==> src/rtl/sddt_stream_monitor.sv <==
// sddt_stream_monitor: multi-channel AXI-Stream traffic monitor for SDDT debug readback.
// Counts beats, packets and stall cycles per tapped stream, with atomic snapshot,
// clear and wrap/saturate modes, read through two 32-bit GPIO status words.
// Drives the heartbeat LEDs from a free-running counter.
// Optional build macro SDDT_MON_STALL_RUN_EN adds a per-channel longest-stall-run
// tracker readable with cnt_sel=3; without it cnt_sel=3 reads 0.
module sddt_stream_monitor #(
  parameter int NUM_CH    = 4,
  parameter int CNT_WIDTH = 32,
  parameter int LED_BIT   = 20
) (
  input  logic              c0_ddr4_clk,
  input  logic              c0_ddr4_rst,
  input  logic [NUM_CH-1:0] ch_tvalid,
  input  logic [NUM_CH-1:0] ch_tready,
  input  logic [NUM_CH-1:0] ch_tlast,
  input  logic [31:0]       ctrl_in,
  output logic [31:0]       status_out,
  output logic [31:0]       status_out2,
  output logic [3:0]        user_led
);

  localparam logic [CNT_WIDTH-1:0] CNT_MAX = '1;
  localparam logic [CNT_WIDTH-1:0] CNT_ONE = {{(CNT_WIDTH-1){1'b0}}, 1'b1};

  // Advance a counter on its event; in saturate mode an all-ones counter holds.
  function automatic logic [CNT_WIDTH-1:0] cnt_next(input logic [CNT_WIDTH-1:0] cur,
                                                    input logic ev,
                                                    input logic sat);
    if (!ev)
      return cur;
    if (sat && (cur == CNT_MAX))
      return cur;
    return cur + CNT_ONE;
  endfunction

  // Value a live counter takes on a clear edge: the clearing cycle's own event still counts.
  function automatic logic [CNT_WIDTH-1:0] clr_val(input logic ev);
    return ev ? CNT_ONE : '0;
  endfunction

  // Control word fields
  logic [3:0] ch_sel;
  logic [1:0] cnt_sel;
  logic       snap_lvl;
  logic       clr_lvl;
  logic       sat_mode;

  assign ch_sel   = ctrl_in[3:0];
  assign cnt_sel  = ctrl_in[5:4];
  assign snap_lvl = ctrl_in[8];
  assign clr_lvl  = ctrl_in[9];
  assign sat_mode = ctrl_in[10];

  // Per-channel events
  logic [NUM_CH-1:0] beat;
  logic [NUM_CH-1:0] pkt;
  logic [NUM_CH-1:0] stall;

  assign beat  = ch_tvalid & ch_tready;
  assign pkt   = beat & ch_tlast;
  assign stall = ch_tvalid & ~ch_tready;

  // Edge detection and snapshot sequence
  logic       snap_prev_p0;
  logic       clr_prev_p0;
  logic       snap_edge;
  logic       clr_edge;
  logic [7:0] snap_seq_p0;

  assign snap_edge = snap_lvl & ~snap_prev_p0;
  assign clr_edge  = clr_lvl & ~clr_prev_p0;

  // Live counters, overflow flags and shadows
  logic [CNT_WIDTH-1:0] beats_p0  [NUM_CH];
  logic [CNT_WIDTH-1:0] pkts_p0   [NUM_CH];
  logic [CNT_WIDTH-1:0] stalls_p0 [NUM_CH];
  logic [2:0]           ovf_p0    [NUM_CH];
  logic [CNT_WIDTH-1:0] beats_upd  [NUM_CH];
  logic [CNT_WIDTH-1:0] pkts_upd   [NUM_CH];
  logic [CNT_WIDTH-1:0] stalls_upd [NUM_CH];
  logic [CNT_WIDTH-1:0] sh_beats_p1  [NUM_CH];
  logic [CNT_WIDTH-1:0] sh_pkts_p1   [NUM_CH];
  logic [CNT_WIDTH-1:0] sh_stalls_p1 [NUM_CH];

  logic [31:0] heartbeat;

  // Prevent edge triggers from levels already high at reset release; count snapshots.
  always_ff @(posedge c0_ddr4_clk) begin
    if (c0_ddr4_rst) begin
      snap_prev_p0 <= 1'b1;
      clr_prev_p0  <= 1'b1;
      snap_seq_p0  <= '0;
    end else begin
      snap_prev_p0 <= snap_lvl;
      clr_prev_p0  <= clr_lvl;
      if (snap_edge)
        snap_seq_p0 <= snap_seq_p0 + 8'd1;
    end
  end

  // Post-update values of this cycle, before any clear; these are also what a snapshot captures.
  always_comb begin
    for (int c = 0; c < NUM_CH; c++) begin
      beats_upd[c]  = cnt_next(beats_p0[c], beat[c], sat_mode);
      pkts_upd[c]   = cnt_next(pkts_p0[c], pkt[c], sat_mode);
      stalls_upd[c] = cnt_next(stalls_p0[c], stall[c], sat_mode);
    end
  end

  // Live counters, sticky overflow flags and snapshot shadows.
  always_ff @(posedge c0_ddr4_clk) begin
    if (c0_ddr4_rst) begin
      for (int c = 0; c < NUM_CH; c++) begin
        beats_p0[c]     <= '0;
        pkts_p0[c]      <= '0;
        stalls_p0[c]    <= '0;
        ovf_p0[c]       <= '0;
        sh_beats_p1[c]  <= '0;
        sh_pkts_p1[c]   <= '0;
        sh_stalls_p1[c] <= '0;
      end
    end else begin
      for (int c = 0; c < NUM_CH; c++) begin
        if (clr_edge) begin
          beats_p0[c]  <= clr_val(beat[c]);
          pkts_p0[c]   <= clr_val(pkt[c]);
          stalls_p0[c] <= clr_val(stall[c]);
          ovf_p0[c]    <= '0;
        end else begin
          beats_p0[c]  <= beats_upd[c];
          pkts_p0[c]   <= pkts_upd[c];
          stalls_p0[c] <= stalls_upd[c];
          ovf_p0[c]    <= ovf_p0[c] | {stall[c] && (stalls_p0[c] == CNT_MAX),
                                       pkt[c]   && (pkts_p0[c]   == CNT_MAX),
                                       beat[c]  && (beats_p0[c]  == CNT_MAX)};
        end
        if (snap_edge) begin
          sh_beats_p1[c]  <= beats_upd[c];
          sh_pkts_p1[c]   <= pkts_upd[c];
          sh_stalls_p1[c] <= stalls_upd[c];
        end
      end
    end
  end

`ifdef SDDT_MON_STALL_RUN_EN
  logic [CNT_WIDTH-1:0] run_p0    [NUM_CH];
  logic [CNT_WIDTH-1:0] max_p0    [NUM_CH];
  logic [CNT_WIDTH-1:0] sh_max_p1 [NUM_CH];
  logic [CNT_WIDTH-1:0] run_upd   [NUM_CH];
  logic [CNT_WIDTH-1:0] max_upd   [NUM_CH];

  // Current stall run (saturating) and the running maximum including this cycle.
  always_comb begin
    for (int c = 0; c < NUM_CH; c++) begin
      run_upd[c] = stall[c] ? cnt_next(run_p0[c], 1'b1, 1'b1) : '0;
      max_upd[c] = (run_upd[c] > max_p0[c]) ? run_upd[c] : max_p0[c];
    end
  end

  // Track longest stall run; clear zeroes the maximum, snapshot shadows it.
  always_ff @(posedge c0_ddr4_clk) begin
    if (c0_ddr4_rst) begin
      for (int c = 0; c < NUM_CH; c++) begin
        run_p0[c]    <= '0;
        max_p0[c]    <= '0;
        sh_max_p1[c] <= '0;
      end
    end else begin
      for (int c = 0; c < NUM_CH; c++) begin
        run_p0[c] <= run_upd[c];
        max_p0[c] <= clr_edge ? '0 : max_upd[c];
        if (snap_edge)
          sh_max_p1[c] <= max_upd[c];
      end
    end
  end
`endif

  // Readback selection
  logic [CNT_WIDTH-1:0] sel_cnt;
  logic [2:0]           sel_ovf;

  // Select shadow counter and live flags of ch_sel; out-of-range channels read 0.
  always_comb begin
    sel_cnt = '0;
    sel_ovf = '0;
    for (int c = 0; c < NUM_CH; c++) begin
      if (ch_sel == 4'(c)) begin
        sel_ovf = ovf_p0[c];
        case (cnt_sel)
          2'd0:    sel_cnt = sh_beats_p1[c];
          2'd1:    sel_cnt = sh_pkts_p1[c];
          2'd2:    sel_cnt = sh_stalls_p1[c];
          default: begin
`ifdef SDDT_MON_STALL_RUN_EN
            sel_cnt = sh_max_p1[c];
`else
            sel_cnt = '0;
`endif
          end
        endcase
      end
    end
  end

  // Register both status words for the GPIO readback.
  always_ff @(posedge c0_ddr4_clk) begin
    if (c0_ddr4_rst) begin
      status_out  <= '0;
      status_out2 <= '0;
    end else begin
      status_out  <= 32'(sel_cnt);
      status_out2 <= {15'b0, sat_mode, snap_seq_p0, 5'b0, sel_ovf};
    end
  end

  // Free-running heartbeat for the LEDs.
  always_ff @(posedge c0_ddr4_clk) begin
    if (c0_ddr4_rst)
      heartbeat <= '0;
    else
      heartbeat <= heartbeat + 32'd1;
  end

  assign user_led = heartbeat[LED_BIT+3:LED_BIT];

  // Reserved control bits and the heartbeat bits not routed to LEDs.
  logic ctrl_unused;
  assign ctrl_unused = ^{ctrl_in[31:11], ctrl_in[7:6], heartbeat};

endmodule

==> config.mk <==
export PLATFORM = sky130hd
export DESIGN_NAME = sddt_stream_monitor
export DESIGN_NICKNAME = d
export VERILOG_FILES = /design/src/rtl/sddt_stream_monitor.sv
export SDC_FILE = /design/constraint.sdc
export NUM_CORES = 2
export LEC_CHECK = 0
export CORE_MARGIN = 8
export CORE_UTILIZATION = 55
export DETAILED_ROUTE_END_ITERATION = 7
export GPL_TIMING_DRIVEN = 0
export PLACE_DENSITY = 0.75
export SYNTH_ARGS = -nofsm -noshare
export SYNTH_HDL_FRONTEND = slang
export SYNTH_SLANG_ARGS = --single-unit
==> constraint.sdc <==
create_clock -name c0_ddr4_clk -period 12.2 [get_ports c0_ddr4_clk]
set_input_delay 1.83 -clock c0_ddr4_clk [delete_from_list [all_inputs] [get_ports c0_ddr4_clk]]
set_output_delay 1.83 -clock c0_ddr4_clk [all_outputs]
set_load 0.02 [all_outputs]
After elaboration in Yosys (flattened, before gate mapping):

Memories as Yosys holds them, arrays and structs flattened.
Cells that the tools add are included.

* register bits: 106
* RAM bits: 780
* input bits: 46
* output and inout port bits: 68
* word-level logic and storage cells: 278
* memories: 7

* add/subtract/negate cells: 14
* equality and inequality tests: 17
* mux-type cells: 151
* bitwise logic cells: 56
* reductions and logical operators: 26

Memories
* beats_p0: depth 4, width 32, read ports 4, clocked after memory_dff 0, wr ports 4, RTL line 75 `logic [CNT_WIDTH-1:0] beats_p0 [NUM_CH];`
* pkts_p0: depth 4, width 32, read ports 4, clocked after memory_dff 0, wr ports 4, RTL line 76 `logic [CNT_WIDTH-1:0] pkts_p0 [NUM_CH];`
* sh_beats_p1: depth 4, width 32, read ports 4, clocked after memory_dff 0, wr ports 4, RTL line 82 `logic [CNT_WIDTH-1:0] sh_beats_p1 [NUM_CH];`
* sh_pkts_p1: depth 4, width 32, read ports 4, clocked after memory_dff 0, wr ports 4, RTL line 83 `logic [CNT_WIDTH-1:0] sh_pkts_p1 [NUM_CH];`
* sh_stalls_p1: depth 4, width 32, read ports 4, clocked after memory_dff 0, wr ports 4, RTL line 84 `logic [CNT_WIDTH-1:0] sh_stalls_p1 [NUM_CH];`
* stalls_p0: depth 4, width 32, read ports 4, clocked after memory_dff 0, wr ports 4, RTL line 77 `logic [CNT_WIDTH-1:0] stalls_p0 [NUM_CH];`
* 1 more memories

Operator list (count)
* 32-bit two-way mux: 88
* 32-bit by 1-bit adder with 32-bit output, second input constant: 13
* 32-bit == test, second input constant: 12
* 32-bit one-hot mux with 3 select lines: 4
* 1-bit two-way mux: 47
* 1-bit OR: 44
* 3-bit two-way mux: 12
* 1-bit logical AND: 24
* 4-bit bitwise AND: 3
* 3-bit OR: 4
* 8-bit by 1-bit adder with 8-bit output, second input constant: 1
* 4-bit by 2-bit == test with 1-bit output, second input constant: 2
* 4-bit by 1-bit == test with 1-bit output, second input constant: 1
* 4-bit zero test: 1
* 4-bit inverter: 1
* 1-bit bitwise AND: 2
* 2-bit by 1-bit == test with 1-bit output, second input constant: 1
* 2-bit == test, second input constant: 1
* 2-bit zero test: 1
* 1-bit inverter: 2

Depth between registers and ports, before layout:

* depth in word-level cells: 7
* depth in mapped cells: 9
* gate-level depth less buffers: 6

Worst setup path before layout:

No wires, ideal clock.

* path kind: input port to flip-flop
* start point: in c0_ddr4_rst
* end point: mem sh_beats_p1[0][0], enable pin
* library setup time: 589 ps
* arrival: 7268 ps
* required time: 11611 ps
* setup slack: 4342 ps
* stages on the path: 4
* buffers on the path: 3
* path through: clkbuf_1 clkbuf_1 clkbuf_1 or2_2

RTL lines
* from (decl): RTL line 13 `input logic c0_ddr4_rst,`
* to (decl): RTL line 82

==> impl_metrics.py <==
metrics = {
    "synthesis": {
        "yosysSeqAreaShare_pct": 52.2,
        "postSynthAreaPerCell_um2": 10.1,
        "ys.flop_type": "sky130_fd_sc_hd__edfxtp_1",
        "post_synth_instance_area_mm2": 0.0479,
        "yosysTopAreaCell": "sky130_fd_sc_hd__edfxtp_1",
        "post_synth_num_cell_types": 73,
        "synthArstFlopShare_pct": 0,
        "number_of_flops_mapped_to_enable_cells_by_yosys": 780,
        "yosys_register_bits": 858,
        "netlist_instances": 4733,
        "synth.top_cells.by_area": "sky130_fd_sc_hd__edfxtp_1 (49%), sky130_fd_sc_hd__mux2i_1 (10%), sky130_fd_sc_hd__nand2_1 (5.5%)",
        "top_cell_type_s_share_of_synthesized_area_pct": 48.9,
        "yosysWarnings": 0,
    },
    "detailed_routing": {
        "drt_iter0_drc": 6166,
        "drtPass1Iterations": 6,
        "avgRoutedWirePerCell_um": 25.4,
        "final_routed_drc_violation_total": 0,
        "num_vias": 40801,
        "routed_via_density": 6.22,
        "drtAntennaViolNets": 0,
        "wirelength_mm": 166,
    },
    "timing": {
        "rsz0062_at_grt": "false",
        "clock_skew_ps": 25.1,
        "worst_pin_slew_ps": 1640,
        "max_freq_mhz": 163,
        "final_critical_path_setup_slack_ps": 6050,
        "hold_viol_final": 0,
        "relSlewSlack_pct": -9.32,
        "timing.final.crit_share_pct": 50.4,
        "timing.final.max_slew_violations": 33,
        "period_minus_slack_ps": 6150,
        "finalSetupViolCount": 0,
        "worst_hold_slack_ps": 429,
    },
    "power": {
        "switching_share_pct": 26.0,
        "share_clk_of_total_power_pct": 40.7,
        "report.power.total_mw": 6.99,
        "power.share.combinational_pct": 8.8,
        "worst_ir_drop_vdd_mv": 0.127,
        "cellPowerDensity_mw_per_mm2": 128,
        "switching_power_mw": 1.81,
        "cellInternalPower_mw": 5.18,
        "power.static_leakage_nw": 18.1,
        "share_seq_of_total_power_pct": 50.5,
    },
    "finish": {
        "final_layout_size_suffix_gt1_share_pct": 5.49,
        "finish.utilization_pct": 63.4,
        "layout-area-overhead-vs-synth_pct": 14.4,
        "filler_cell_count": 7080,
        "nNetsFinal": 5377,
        "mostFrequentLayoutCell": "sky130_fd_sc_hd__edfxtp_1",
        "layout_common_cells": "sky130_fd_sc_hd__edfxtp_1 (780), sky130_fd_sc_hd__nand2_1 (699), sky130_fd_sc_hd__mux2i_1 (500)",
        "final_cell_count_no_fill": 6555,
    },
    "worst_setup_path": {
        "ff2ff_path_depth": 7,
        "rr_endpoint": "stalls_p0[0][2]",
        "start_kind": "input port",
        "required_ps": 12570,
        "critical_r2r_launch": "clr_prev_p0",
        "crit_arrival_ps": 6520,
        "path_max_fanout": 10,
        "worst_setup_path_startpoint": "ctrl_in[9]",
        "worst_reg2reg_setup_slack_ps": 7410,
        "worstSetupPathType": "in -> reg",
        "worstSetupEndpointType": "flip-flop",
    },
    "place": {
        "hpwl_mm": 124,
        "portBuffers": 65,
        "gp_routability_congestion": 1.06,
        "place_worst_setup_slack_ps": 5580,
        "placedCellCount": 6376,
    },
    "worst_hold_path": {
        "hold_path_depth": 1,
        "min_delay_worst_endpoint": "heartbeat[0]",
        "hold_start": "heartbeat[0]",
        "timing.hold.worst.class": "reg -> reg",
    },
    "floorplan": {
        "placeableCoreArea_mm2": 0.0865,
        "io_pins": 114,
        "chipWidth_um": 311,
        "die_h_um": 311,
        "effective_utilization_at_floorplan_pct": 55.4,
        "floorplan.rows": 108,
        "design.die.area_mm2": 0.0968,
    },
    "cts": {
        "cts_buffers": 94,
        "hold_fix_buffers_cts": 0,
        "clk_root_buffer_cell": "sky130_fd_sc_hd__clkbuf_16",
        "cts_setup_buffers": 0,
        "clock_sinks": 858,
        "cts_repair_resize_count": 0,
        "clock_tree_from_tritoncts": "yes",
        "insertion_delay_ps": 690,
        "cts_max_level": 3,
        "max_root_sink_buffers": 3,
        "clk_pin_slew_worst_paths_ps": 60,
    },
    "run": {
        "maxCapViolCount": 3,
    },
    "global_route": {
        "grt_use_total_pct": 33.0,
        "globalRoute.totalOverflow": 0,
        "grt_pass1_vias": 37444,
        "grt_first_pass_wirelength_mm": 241,
        "initial_antenna_violation_count": 9,
        "grt_start_max_net_pins": 66,
    },
    "outcome": {
        "status": "complete, but fails checks",
        "failed_checks": "capacitance limit, slew limit",
    },
}
## synthesized netlist by cell type (40+ instances only)
cell / n
sky130_fd_sc_hd__a211oi_1: 46
sky130_fd_sc_hd__a21oi_1: 278
sky130_fd_sc_hd__and3_1: 58
sky130_fd_sc_hd__and4_1: 53
sky130_fd_sc_hd__clkbuf_1: 236
sky130_fd_sc_hd__dfxtp_1: 78
sky130_fd_sc_hd__edfxtp_1: 780
sky130_fd_sc_hd__inv_1: 49
sky130_fd_sc_hd__mux2i_1: 500
sky130_fd_sc_hd__nand2_1: 699
sky130_fd_sc_hd__nand2b_1: 171
sky130_fd_sc_hd__nand3_1: 158
sky130_fd_sc_hd__nand4_1: 105
sky130_fd_sc_hd__nor2_1: 373
sky130_fd_sc_hd__nor3_1: 136
sky130_fd_sc_hd__nor4_1: 66
sky130_fd_sc_hd__o21ai_0: 146
sky130_fd_sc_hd__or2_2: 60
sky130_fd_sc_hd__or3_1: 245
sky130_fd_sc_hd__or4_1: 42
sky130_fd_sc_hd__xnor2_1: 71
sky130_fd_sc_hd__xor2_1: 40
## kinds of logic (layout without fill, tap and decap cells)
group / Yosys count / in the layout / synth area share [%]
DFF: 858 / 858 / 52.2
buffers and inverters: 355 / 603 / 3.06
and+or+nand+nor: 2255 / 2255 / 23.9
xor gates and xnor gates: 111 / 111 / 2.03
other: 2 / 421 / 0.0157
muxes: 506 / 506 / 10.6
adders and majority gates: 14 / 14 / 0.366
AOI/OAI and AO/OA: 632 / 632 / 7.85
## worst max-delay path: stages
cell and delay, ps:
sky130_fd_sc_hd__clkdlybuf4s50_1 460, sky130_fd_sc_hd__nor2b_1 120, sky130_fd_sc_hd__clkbuf_1 570, sky130_fd_sc_hd__or2_2 390, sky130_fd_sc_hd__clkbuf_1 880, sky130_fd_sc_hd__clkbuf_1 1140, sky130_fd_sc_hd__clkbuf_1 960, sky130_fd_sc_hd__nor2_1 150
## stage by stage
| stage | setup TNS, ps | area [µm²] |
|---|---|---|
| after floorplan | 0 | 49400 |
| after global placement | -41840 | 51500 |
| after detailed placement | 0 | 51800 |
| after CTS | 0 | 54800 |
| after global routing | 0 | 54800 |
| final | 0 | 54800 |
## metal layers
layer | global-route usage, % | share of wire, % | vias up
met5 | 0 | 0.025 | -
met4 | 18.4 | 6.4 | 6
met3 | 9.75 | 14 | 491
met2 | 47.8 | 42 | 2608
met1 | 44.3 | 38 | 19447
li1 | - | - | 18249
## how the worst max path moves through the flow
stage                     slack, ps  depth (start not counted)           endpoint
final                          6050                          8    stalls_p0[0][2]
after CTS                      6290                          8    beats_p0[2][12]
after detailed placement       5580                          8    beats_p0[2][12]
after floorplan                4340                          4  sh_beats_p1[0][0]
after global placement         -170                          5  sh_pkts_p1[1][21]
after global routing           6010                          8     beats_p0[2][8]
## registers in the layout, indices dropped and copies added, names as in the netlist
register and cells:
beats_p0 128, clr_prev_p0 1, heartbeat 24, ovf_p0 12, pkts_p0 128, sh_beats_p1 128
sh_pkts_p1 128, sh_stalls_p1 128, snap_prev_p0 1, snap_seq_p0 8, stalls_p0 128, status_out 32
status_out2 12
## layout make-up
class,count,area (µm²),area share [%]
plain buffers,306,1280,2.34
multi-input cells,3934,23000,42.0
well taps,1155,1450,2.64
inverters,49,184,0.336
diodes,5,12.5,0.0228
repair buffers,74,858,1.57
clock buffers,121,2610,4.75
clock inverters,53,415,0.758
flip-flops and latches,858,25000,45.6
## power by group through the flow
stage | logic (mW) | registers [mW] | clock network (mW)
after floorplan | 0.353 | 3.54 | 0
after global placement | 0.564 | 3.60 | 0
after detailed placement | 0.585 | 3.58 | 0
after CTS | 0.588 | 3.52 | 2.85
after global routing | 0.647 | 3.55 | 2.95
final | 0.615 | 3.53 | 2.85
(Power assumes the default switching activity.)
